### config.mk
export PLATFORM = sky130hd
export DESIGN_NAME = branch_pc_unit_flat
export DESIGN_NICKNAME = d
export VERILOG_FILES = /design/src/rtl/branch_pkg.sv /design/src/rtl/branch_pc_unit_if.sv /design/src/rtl/return_addr_stack.sv /design/src/rtl/branch_pc_unit.sv /design/src/flat_wrapper.sv
export SDC_FILE = /design/constraint.sdc
export NUM_CORES = 1
export LEC_CHECK = 0
export ABC_AREA = 1
export CAP_MARGIN = 20
export CORE_ASPECT_RATIO = 0.6
export CORE_MARGIN = 1.5
export CORE_UTILIZATION = 50
export DETAILED_ROUTE_END_ITERATION = 10
export HOLD_SLACK_MARGIN = 0.03
export PLACE_DENSITY = 0.71
export SYNTH_ARGS = -nofsm -noshare
export SYNTH_HDL_FRONTEND = slang
export SYNTH_HIERARCHICAL = 1
export SYNTH_SLANG_ARGS = --single-unit
### constraint.sdc
create_clock -name clk -period 5.4 [get_ports clk]
set_clock_uncertainty 0.05 [all_clocks]
set_input_delay 1.62 -clock clk [delete_from_list [all_inputs] [get_ports clk]]
set_output_delay 1.62 -clock clk [all_outputs]
set_load 0.03 [all_outputs]
### src/rtl/branch_pkg.sv
// Shared definitions for the fetch-stage PC generator: select encoding,
// return-stack operations and a constant-safe ceil(log2) helper.
package branch_pkg;

    localparam int unsigned SEL_SEQ = 0;

    typedef enum logic [1:0] {
        NONE,
        PUSH,
        POP,
        REPLACE
    } ras_op_e;

    function automatic int unsigned clog2(input int unsigned v);
        int unsigned r;
        r = 0;
        while ((32'd1 << r) < v) r++;
        return r;
    endfunction

endpackage

### src/rtl/branch_pc_unit_if.sv
// Fetch-control bundle between the front end and branch_pc_unit.
interface branch_pc_unit_if import branch_pkg::*; #(
    parameter int unsigned ADDR_SIZE   = 32,
    parameter int unsigned NUM_TARGETS = 3,
    parameter int unsigned RAS_DEPTH   = 8
) ();
    localparam int unsigned SEL_W = clog2(NUM_TARGETS + 1);
    localparam int unsigned CNT_W = clog2(RAS_DEPTH + 1);

    logic                             pcStall;
    logic [SEL_W-1:0]                 selWire;
    logic [NUM_TARGETS*ADDR_SIZE-1:0] jumpTargets;
    logic                             isCall;
    logic                             isReturn;
    logic                             redirectValid;
    logic [ADDR_SIZE-1:0]             redirectTarget;
    logic [ADDR_SIZE-1:0]             pc;
    logic [CNT_W-1:0]                 rasCount;
    logic                             rasEmpty;
    logic                             rasFull;
    logic                             rasOverflow;
    logic                             rasUnderflow;

    modport master (
        output pcStall, selWire, jumpTargets, isCall, isReturn,
               redirectValid, redirectTarget,
        input  pc, rasCount, rasEmpty, rasFull, rasOverflow, rasUnderflow
    );

    modport slave (
        input  pcStall, selWire, jumpTargets, isCall, isReturn,
               redirectValid, redirectTarget,
        output pc, rasCount, rasEmpty, rasFull, rasOverflow, rasUnderflow
    );

endinterface

### src/rtl/return_addr_stack.sv
// Circular return-address stack; a push when full overwrites the oldest entry.
module return_addr_stack import branch_pkg::*; #(
    parameter int unsigned ADDR_SIZE = 32,
    parameter int unsigned RAS_DEPTH = 8,
    localparam int unsigned PTR_W    = clog2(RAS_DEPTH),
    localparam int unsigned CNT_W    = clog2(RAS_DEPTH + 1)
) (
    input  logic                 clk,
    input  logic                 reset_n,
    input  ras_op_e              op,
    input  logic [ADDR_SIZE-1:0] push_data,
    output logic [ADDR_SIZE-1:0] top,
    output logic [CNT_W-1:0]     count,
    output logic                 overflow,
    output logic                 underflow
);
    logic [ADDR_SIZE-1:0] mem [RAS_DEPTH];
    logic [PTR_W-1:0]     wptr;
    logic [PTR_W-1:0]     top_ptr;
    logic                 empty;
    logic                 full;

    assign top_ptr = wptr - PTR_W'(1);
    assign empty   = (count == '0);
    assign full    = (count == CNT_W'(RAS_DEPTH));
    assign top     = mem[top_ptr];

    // A replace on an empty stack degenerates into a plain push.
    always_ff @(posedge clk) begin
        case (op)
            PUSH:    mem[wptr] <= push_data;
            REPLACE: begin
                if (empty) mem[wptr] <= push_data;
                else       mem[top_ptr] <= push_data;
            end
            default: ;
        endcase
    end

    always_ff @(posedge clk or negedge reset_n) begin
        if (!reset_n) begin
            wptr      <= '0;
            count     <= '0;
            overflow  <= 1'b0;
            underflow <= 1'b0;
        end else begin
            overflow  <= 1'b0;
            underflow <= 1'b0;
            case (op)
                PUSH: begin
                    wptr <= wptr + PTR_W'(1);
                    if (full) overflow <= 1'b1;
                    else      count <= count + CNT_W'(1);
                end
                POP: begin
                    if (empty) begin
                        underflow <= 1'b1;
                    end else begin
                        wptr  <= top_ptr;
                        count <= count - CNT_W'(1);
                    end
                end
                REPLACE: begin
                    if (empty) begin
                        underflow <= 1'b1;
                        wptr      <= wptr + PTR_W'(1);
                        count     <= CNT_W'(1);
                    end
                end
                default: ;
            endcase
        end
    end

endmodule

### src/rtl/branch_pc_unit.sv
// Fetch-stage next-PC selection: redirect > stall > return > selected source,
// with a return-address stack fed by calls.
module branch_pc_unit import branch_pkg::*; #(
    parameter int unsigned          ADDR_SIZE    = 32,
    parameter int unsigned          NUM_TARGETS  = 3,
    parameter int unsigned          PC_STEP      = 4,
    parameter logic [ADDR_SIZE-1:0] RESET_VECTOR = '0,
    parameter int unsigned          RAS_DEPTH    = 8,
    localparam int unsigned         SEL_W        = clog2(NUM_TARGETS + 1),
    localparam int unsigned         CNT_W        = clog2(RAS_DEPTH + 1)
) (
    input logic             clk,
    input logic             reset_n,
    branch_pc_unit_if.slave bus
);
    logic [ADDR_SIZE-1:0] pc_q;
    logic [ADDR_SIZE-1:0] pc_plus;
    logic [ADDR_SIZE-1:0] sel_pc;
    logic [ADDR_SIZE-1:0] pc_next;
    logic [ADDR_SIZE-1:0] ras_top;
    logic [CNT_W-1:0]     ras_count;
    logic                 ras_empty;
    ras_op_e              op;

    assign pc_plus   = pc_q + ADDR_SIZE'(PC_STEP);
    assign ras_empty = (ras_count == '0);

    // Empty-stack handling of POP/REPLACE lives in the stack itself.
    always_comb begin
        op = NONE;
        if (!bus.redirectValid && !bus.pcStall) begin
            case ({bus.isCall, bus.isReturn})
                2'b10:   op = PUSH;
                2'b01:   op = POP;
                2'b11:   op = REPLACE;
                default: op = NONE;
            endcase
        end
    end

    always_comb begin
        sel_pc = pc_plus;
        for (int unsigned k = SEL_SEQ + 1; k <= NUM_TARGETS; k++) begin
            if (bus.selWire == SEL_W'(k))
                sel_pc = bus.jumpTargets[(k-1)*ADDR_SIZE +: ADDR_SIZE];
        end
    end

    always_comb begin
        pc_next = sel_pc;
        if (bus.redirectValid)                pc_next = bus.redirectTarget;
        else if (bus.pcStall)                 pc_next = pc_q;
        else if (bus.isReturn && !ras_empty)  pc_next = ras_top;
    end

    always_ff @(posedge clk or negedge reset_n) begin
        if (!reset_n) pc_q <= RESET_VECTOR;
        else          pc_q <= pc_next;
    end

    return_addr_stack #(
        .ADDR_SIZE (ADDR_SIZE),
        .RAS_DEPTH (RAS_DEPTH)
    ) u_ras (
        .clk       (clk),
        .reset_n   (reset_n),
        .op        (op),
        .push_data (pc_plus),
        .top       (ras_top),
        .count     (ras_count),
        .overflow  (bus.rasOverflow),
        .underflow (bus.rasUnderflow)
    );

    assign bus.pc       = pc_q;
    assign bus.rasCount = ras_count;
    assign bus.rasEmpty = ras_empty;
    assign bus.rasFull  = (ras_count == CNT_W'(RAS_DEPTH));

endmodule

### src/flat_wrapper.sv
// flat-port wrapper written by rule: the top's interface ports become plain ports
module branch_pc_unit_flat import branch_pkg::*;
#(
    parameter int unsigned          ADDR_SIZE    = 32,
    parameter int unsigned          NUM_TARGETS  = 3,
    parameter int unsigned          PC_STEP      = 4,
    parameter logic [ADDR_SIZE-1:0] RESET_VECTOR = '0,
    parameter int unsigned          RAS_DEPTH    = 8,
    localparam int unsigned         SEL_W        = clog2(NUM_TARGETS + 1),
    localparam int unsigned         CNT_W        = clog2(RAS_DEPTH + 1)
)
  (clk, reset_n, bus_pcStall, bus_selWire, bus_jumpTargets, bus_isCall, bus_isReturn, bus_redirectValid, bus_redirectTarget, bus_pc, bus_rasCount, bus_rasEmpty, bus_rasFull, bus_rasOverflow, bus_rasUnderflow);
  branch_pc_unit_if #(.ADDR_SIZE(ADDR_SIZE), .NUM_TARGETS(NUM_TARGETS), .RAS_DEPTH(RAS_DEPTH)) bus_i ();
  input logic clk;
  input logic reset_n;
  input wire logic [$bits(bus_i.pcStall)-1:0] bus_pcStall;
  input wire logic [$bits(bus_i.selWire)-1:0] bus_selWire;
  input wire logic [$bits(bus_i.jumpTargets)-1:0] bus_jumpTargets;
  input wire logic [$bits(bus_i.isCall)-1:0] bus_isCall;
  input wire logic [$bits(bus_i.isReturn)-1:0] bus_isReturn;
  input wire logic [$bits(bus_i.redirectValid)-1:0] bus_redirectValid;
  input wire logic [$bits(bus_i.redirectTarget)-1:0] bus_redirectTarget;
  output wire logic [$bits(bus_i.pc)-1:0] bus_pc;
  output wire logic [$bits(bus_i.rasCount)-1:0] bus_rasCount;
  output wire logic [$bits(bus_i.rasEmpty)-1:0] bus_rasEmpty;
  output wire logic [$bits(bus_i.rasFull)-1:0] bus_rasFull;
  output wire logic [$bits(bus_i.rasOverflow)-1:0] bus_rasOverflow;
  output wire logic [$bits(bus_i.rasUnderflow)-1:0] bus_rasUnderflow;
  assign bus_i.pcStall = bus_pcStall;
  assign bus_i.selWire = bus_selWire;
  assign bus_i.jumpTargets = bus_jumpTargets;
  assign bus_i.isCall = bus_isCall;
  assign bus_i.isReturn = bus_isReturn;
  assign bus_i.redirectValid = bus_redirectValid;
  assign bus_i.redirectTarget = bus_redirectTarget;
  assign bus_pc = bus_i.pc;
  assign bus_rasCount = bus_i.rasCount;
  assign bus_rasEmpty = bus_i.rasEmpty;
  assign bus_rasFull = bus_i.rasFull;
  assign bus_rasOverflow = bus_i.rasOverflow;
  assign bus_rasUnderflow = bus_i.rasUnderflow;
  branch_pc_unit #(.ADDR_SIZE(ADDR_SIZE), .NUM_TARGETS(NUM_TARGETS), .PC_STEP(PC_STEP), .RESET_VECTOR(RESET_VECTOR), .RAS_DEPTH(RAS_DEPTH)) u_core (.clk(clk), .reset_n(reset_n), .bus(bus_i));
endmodule
==> reports/qor.log <==
qor: global_routing.via_count_of_the_first_global_routing_pass 11000
qor: setup_path.worst_setup_path_end_kind register
qor: finish.final_core_utilization 62.3%
qor: synthesis.syn_area_per_cell 9.61 um^2
qor: routing.drt_first_iter_violations 1538
qor: synthesis.synth.yosys.warnings 6
qor: finish.drive_above_1_share 7.26%
qor: global_routing.grt_first_pass_wirelength 65.6 mm
qor: routing.post_drt_wl_per_cell 21.7 um
qor: floorplanning.ioPinCount 176
qor: setup_path.cp_data_required_time 5.54 ns
qor: setup_path.path_max_fanout 29
qor: synthesis.synth_async_sr_flop_share 13.8%
qor: global_routing.groute.usage.overall 29.5%
qor: routing.route.final.wire_length 44.1 mm
qor: clocking.cts_num_sinks 297
qor: synthesis.yosysUniqueCellTypes 46
qor: synthesis.synthesis.nets 1628
qor: routing.wl_met1 18.9 mm
qor: synthesis.netlist_instances 1487
qor: sta.layout_min_cycle_time 4.03 ns
qor: synthesis.netlist_top_cells_area edfxtp_1, nand2_1, o21ai_0
qor: setup_path.worst-endpoint-arrival 4.17 ns
qor: floorplanning.initial_util 51.4%
qor: pwr.power-per-cell-area 497 mW/mm^2
qor: clocking.clk-insertion-delay-late 0.56 ns
qor: routing.maxUsedRoutingLayer met4
qor: routing.wl_met2 18.4 mm
qor: global_routing.gr-total-overflow 0
qor: synthesis.synth_seq_cells 297
qor: sta.setup_viol_count_final 0
qor: setup_path.critical_path_launch_point_type input port
qor: synthesis.synth-main-ff-cell edfxtp_1
qor: pwr.pnr_total_power 8.61 mW
qor: sta.finalHoldViolCount 0
qor: job.max_cap_viol_count 0
qor: routing.route.antenna.remaining_nets 0
qor: pwr.peakVddDrop 0.376 mV
qor: routing.via_cell_ratio 5.75
qor: floorplanning.placementRows 47
qor: sta.setup-tns-final 0 ns
qor: synthesis.synth_top_cell_area_share 53.8%
qor: clocking.clock_tree_from_tritoncts yes
qor: floorplanning.area_of_the_placeable_core 0.0278 mm^2
qor: synthesis.synth-seq-area-share 60.9%
qor: finish.area_growth 21.2%
qor: routing.drcViolationCount 0
qor: sta.worst_slew_margin_rel 29.7%
qor: clocking.cts_buffers 28
qor: clocking.cts.reportedPaths.clkPinSlew 0.06 ns
qor: sta.unrepaired_setup_endpoints_after_global_routing false
qor: clocking.cts_hold_buffers 0
qor: floorplanning.chip_height 134 um
qor: clocking.clockBufferDepth 3
qor: synthesis.post-synth-top-area-cell edfxtp_1
qor: finish.antennaDiodeCount 0
qor: routing.number_of_detailed_route_iterations_in_the_first_pass 6
qor: floorplanning.die_x 221 um
qor: clocking.clockRootBuffer clkbuf_16
qor: sta.finalHoldWorstSlack 0.548 ns
qor: setup_path.r2r_slack 1.93 ns
qor: place.dpl-instance-area 0.0164 mm^2
qor: global_routing.maximum_number_of_pins_on_one_net_before_global_route_repair 89
qor: finish.stdcell_area 0.0173 mm^2
qor: clocking.cts.htree.levels 1
qor: sta.worst_slew_pin_slew 1.05 ns
qor: place.io_buffer_count 175
qor: sta.ratio_of_final_minimum_period_to_clock_period 74.7%
qor: clocking.post_cts_buffers 0
qor: synthesis.synth_enable_flop_cells 256
qor: finish.design.final.nets 1785
qor: sta.final_max_slew_viol_count 0
qor: pwr.leakage 6.56 nW
qor: routing.met3_wirelength 5.44 mm
qor: clocking.post_cts_resize_count 0
qor: sta.achievable-frequency 0.248 GHz
qor: floorplanning.dieArea 0.0297 mm^2
qor: place.place_congestion 0.896
qor: routing.route.vias.total 11700
qor: min_path.hold_path_class reg -> reg
qor: min_path.worst_hold_path_depth 2
qor: place.dpl_hpwl 29.1 mm
qor: setup_path.timing.reg2reg.worst_path_depth 12
qor: outcome.outcome finished, final reports clean
qor: setup_path.timing.setup.critical_path_class in -> reg
qor: synthesis.post_synth_instance_area 0.0143 mm^2
qor: global_routing.antenna_found_initial 0
==> through the flow <==
stage	cells	setup WS, ns
2_1_floorplan	1487	0.454
3_3_place_gp	1981	0.902
3_5_place_dp	1981	0.828
4_1_cts	2033	1.43
5_1_grt	2033	1.28
6_report	2033	1.37
==> report_power, final <==
part | total [mW] | switching, mW | internal (mW) | leakage [nW]
clock | 1.97 | 0.843 | 1.13 | 0.436
sequential | 3.02 | 0.239 | 2.78 | 2.81
combinational | 3.61 | 2.53 | 1.08 | 3.31
==> worst max-delay path: stages <==
cell             delay (ns)
clkdlybuf4s50_1        0.44
nor2_2                 0.27
inv_1                  0.10
nor2_1                 0.10
buf_4                  0.16
nand2_1                0.11
inv_2                  0.10
nand2_4                0.09
xor2_2                 0.17
nand2_1                0.26
nor2_4                 0.24
buf_4                  0.48
==> area by class of cell <==
type | count | area (um^2)
inverters | 96 | 364
flip-flops and latches | 297 | 8720
multi-input cells | 1019 | 4880
well taps | 367 | 459
fillers | 2250 | 10500
clock inverters | 11 | 129
repair buffers | 202 | 2010
clock buffers | 41 | 771
==> cell usage after synthesis (all sizes together), types with 7 or more instances <==
cell type,n
clkbuf,35
o21ai,246
a22o,22
inv,96
xor2,21
nand3,35
or2,8
buf,40
o211ai,9
edfxtp,256
nor2,268
dfrtp,41
a21oi,15
nand2,342
a221oi,7
==> sequential cells by signal (all words and copies together) (netlist names) <==
| signal | count |
|---|---|
| u_core/u_ras/underflow | 1 |
| u_core/bus.pc | 32 |
| u_core/u_ras/wptr | 3 |
| u_core/u_ras/mem | 256 |
| u_core/u_ras/overflow | 1 |
| u_core/u_ras/count | 4 |
==> kinds of logic (layout without fill, tap and decap cells) <==
kind of cell | Yosys count | after routing | synth area share, %
AOI/OAI and AO/OA | 317 | 317 | 12.3
xor gates and xnor gates | 26 | 26 | 1.83
adders and majority gates | 5 | 5 | 0.438
buffers and inverters | 171 | 350 | 5.49
DFF | 297 | 297 | 60.9
and+or+nand+nor | 671 | 671 | 19.0
==> routing by layer <==
| metal | global-route usage [%] | vias up |
|---|---|---|
| li1 | - | 5351 |
| met1 | 43.1 | 5559 |
| met2 | 42.6 | 694 |
| met3 | 8.39 | 88 |
| met4 | 9.69 | 0 |
| met5 | 0 | - |
==> final timing paths <==
kind / start / to
worst max-delay path: bus_redirectValid / u_core/u_ras/mem[4][20]
min in group asynchronous: reset_n / u_core/u_ras/count[0]
worst min-delay path: u_core/u_ras/wptr[1] / u_core/u_ras/wptr[1]
worst min register to register: u_core/u_ras/wptr[1] / u_core/u_ras/wptr[1]
worst max register to register: u_core/u_ras/wptr[0] / u_core/bus.pc[0]
max in group asynchronous: reset_n / u_core/u_ras/wptr[0]
==> cell usage in the layout (no fill, tap or decap), drive strengths merged, types with 7 or more instances in the layout <==
cell type,count
a21oi,15
a221oi,7
a22o,22
buf,28
clkbuf,41
clkdlybuf4s50,174
clkinv,8
dfrtp,41
edfxtp,256
inv,96
nand2,342
nand3,35
nor2,268
o211ai,9
o21ai,246
or2,8
xor2,21
Power figures use the tool's default switching activity.
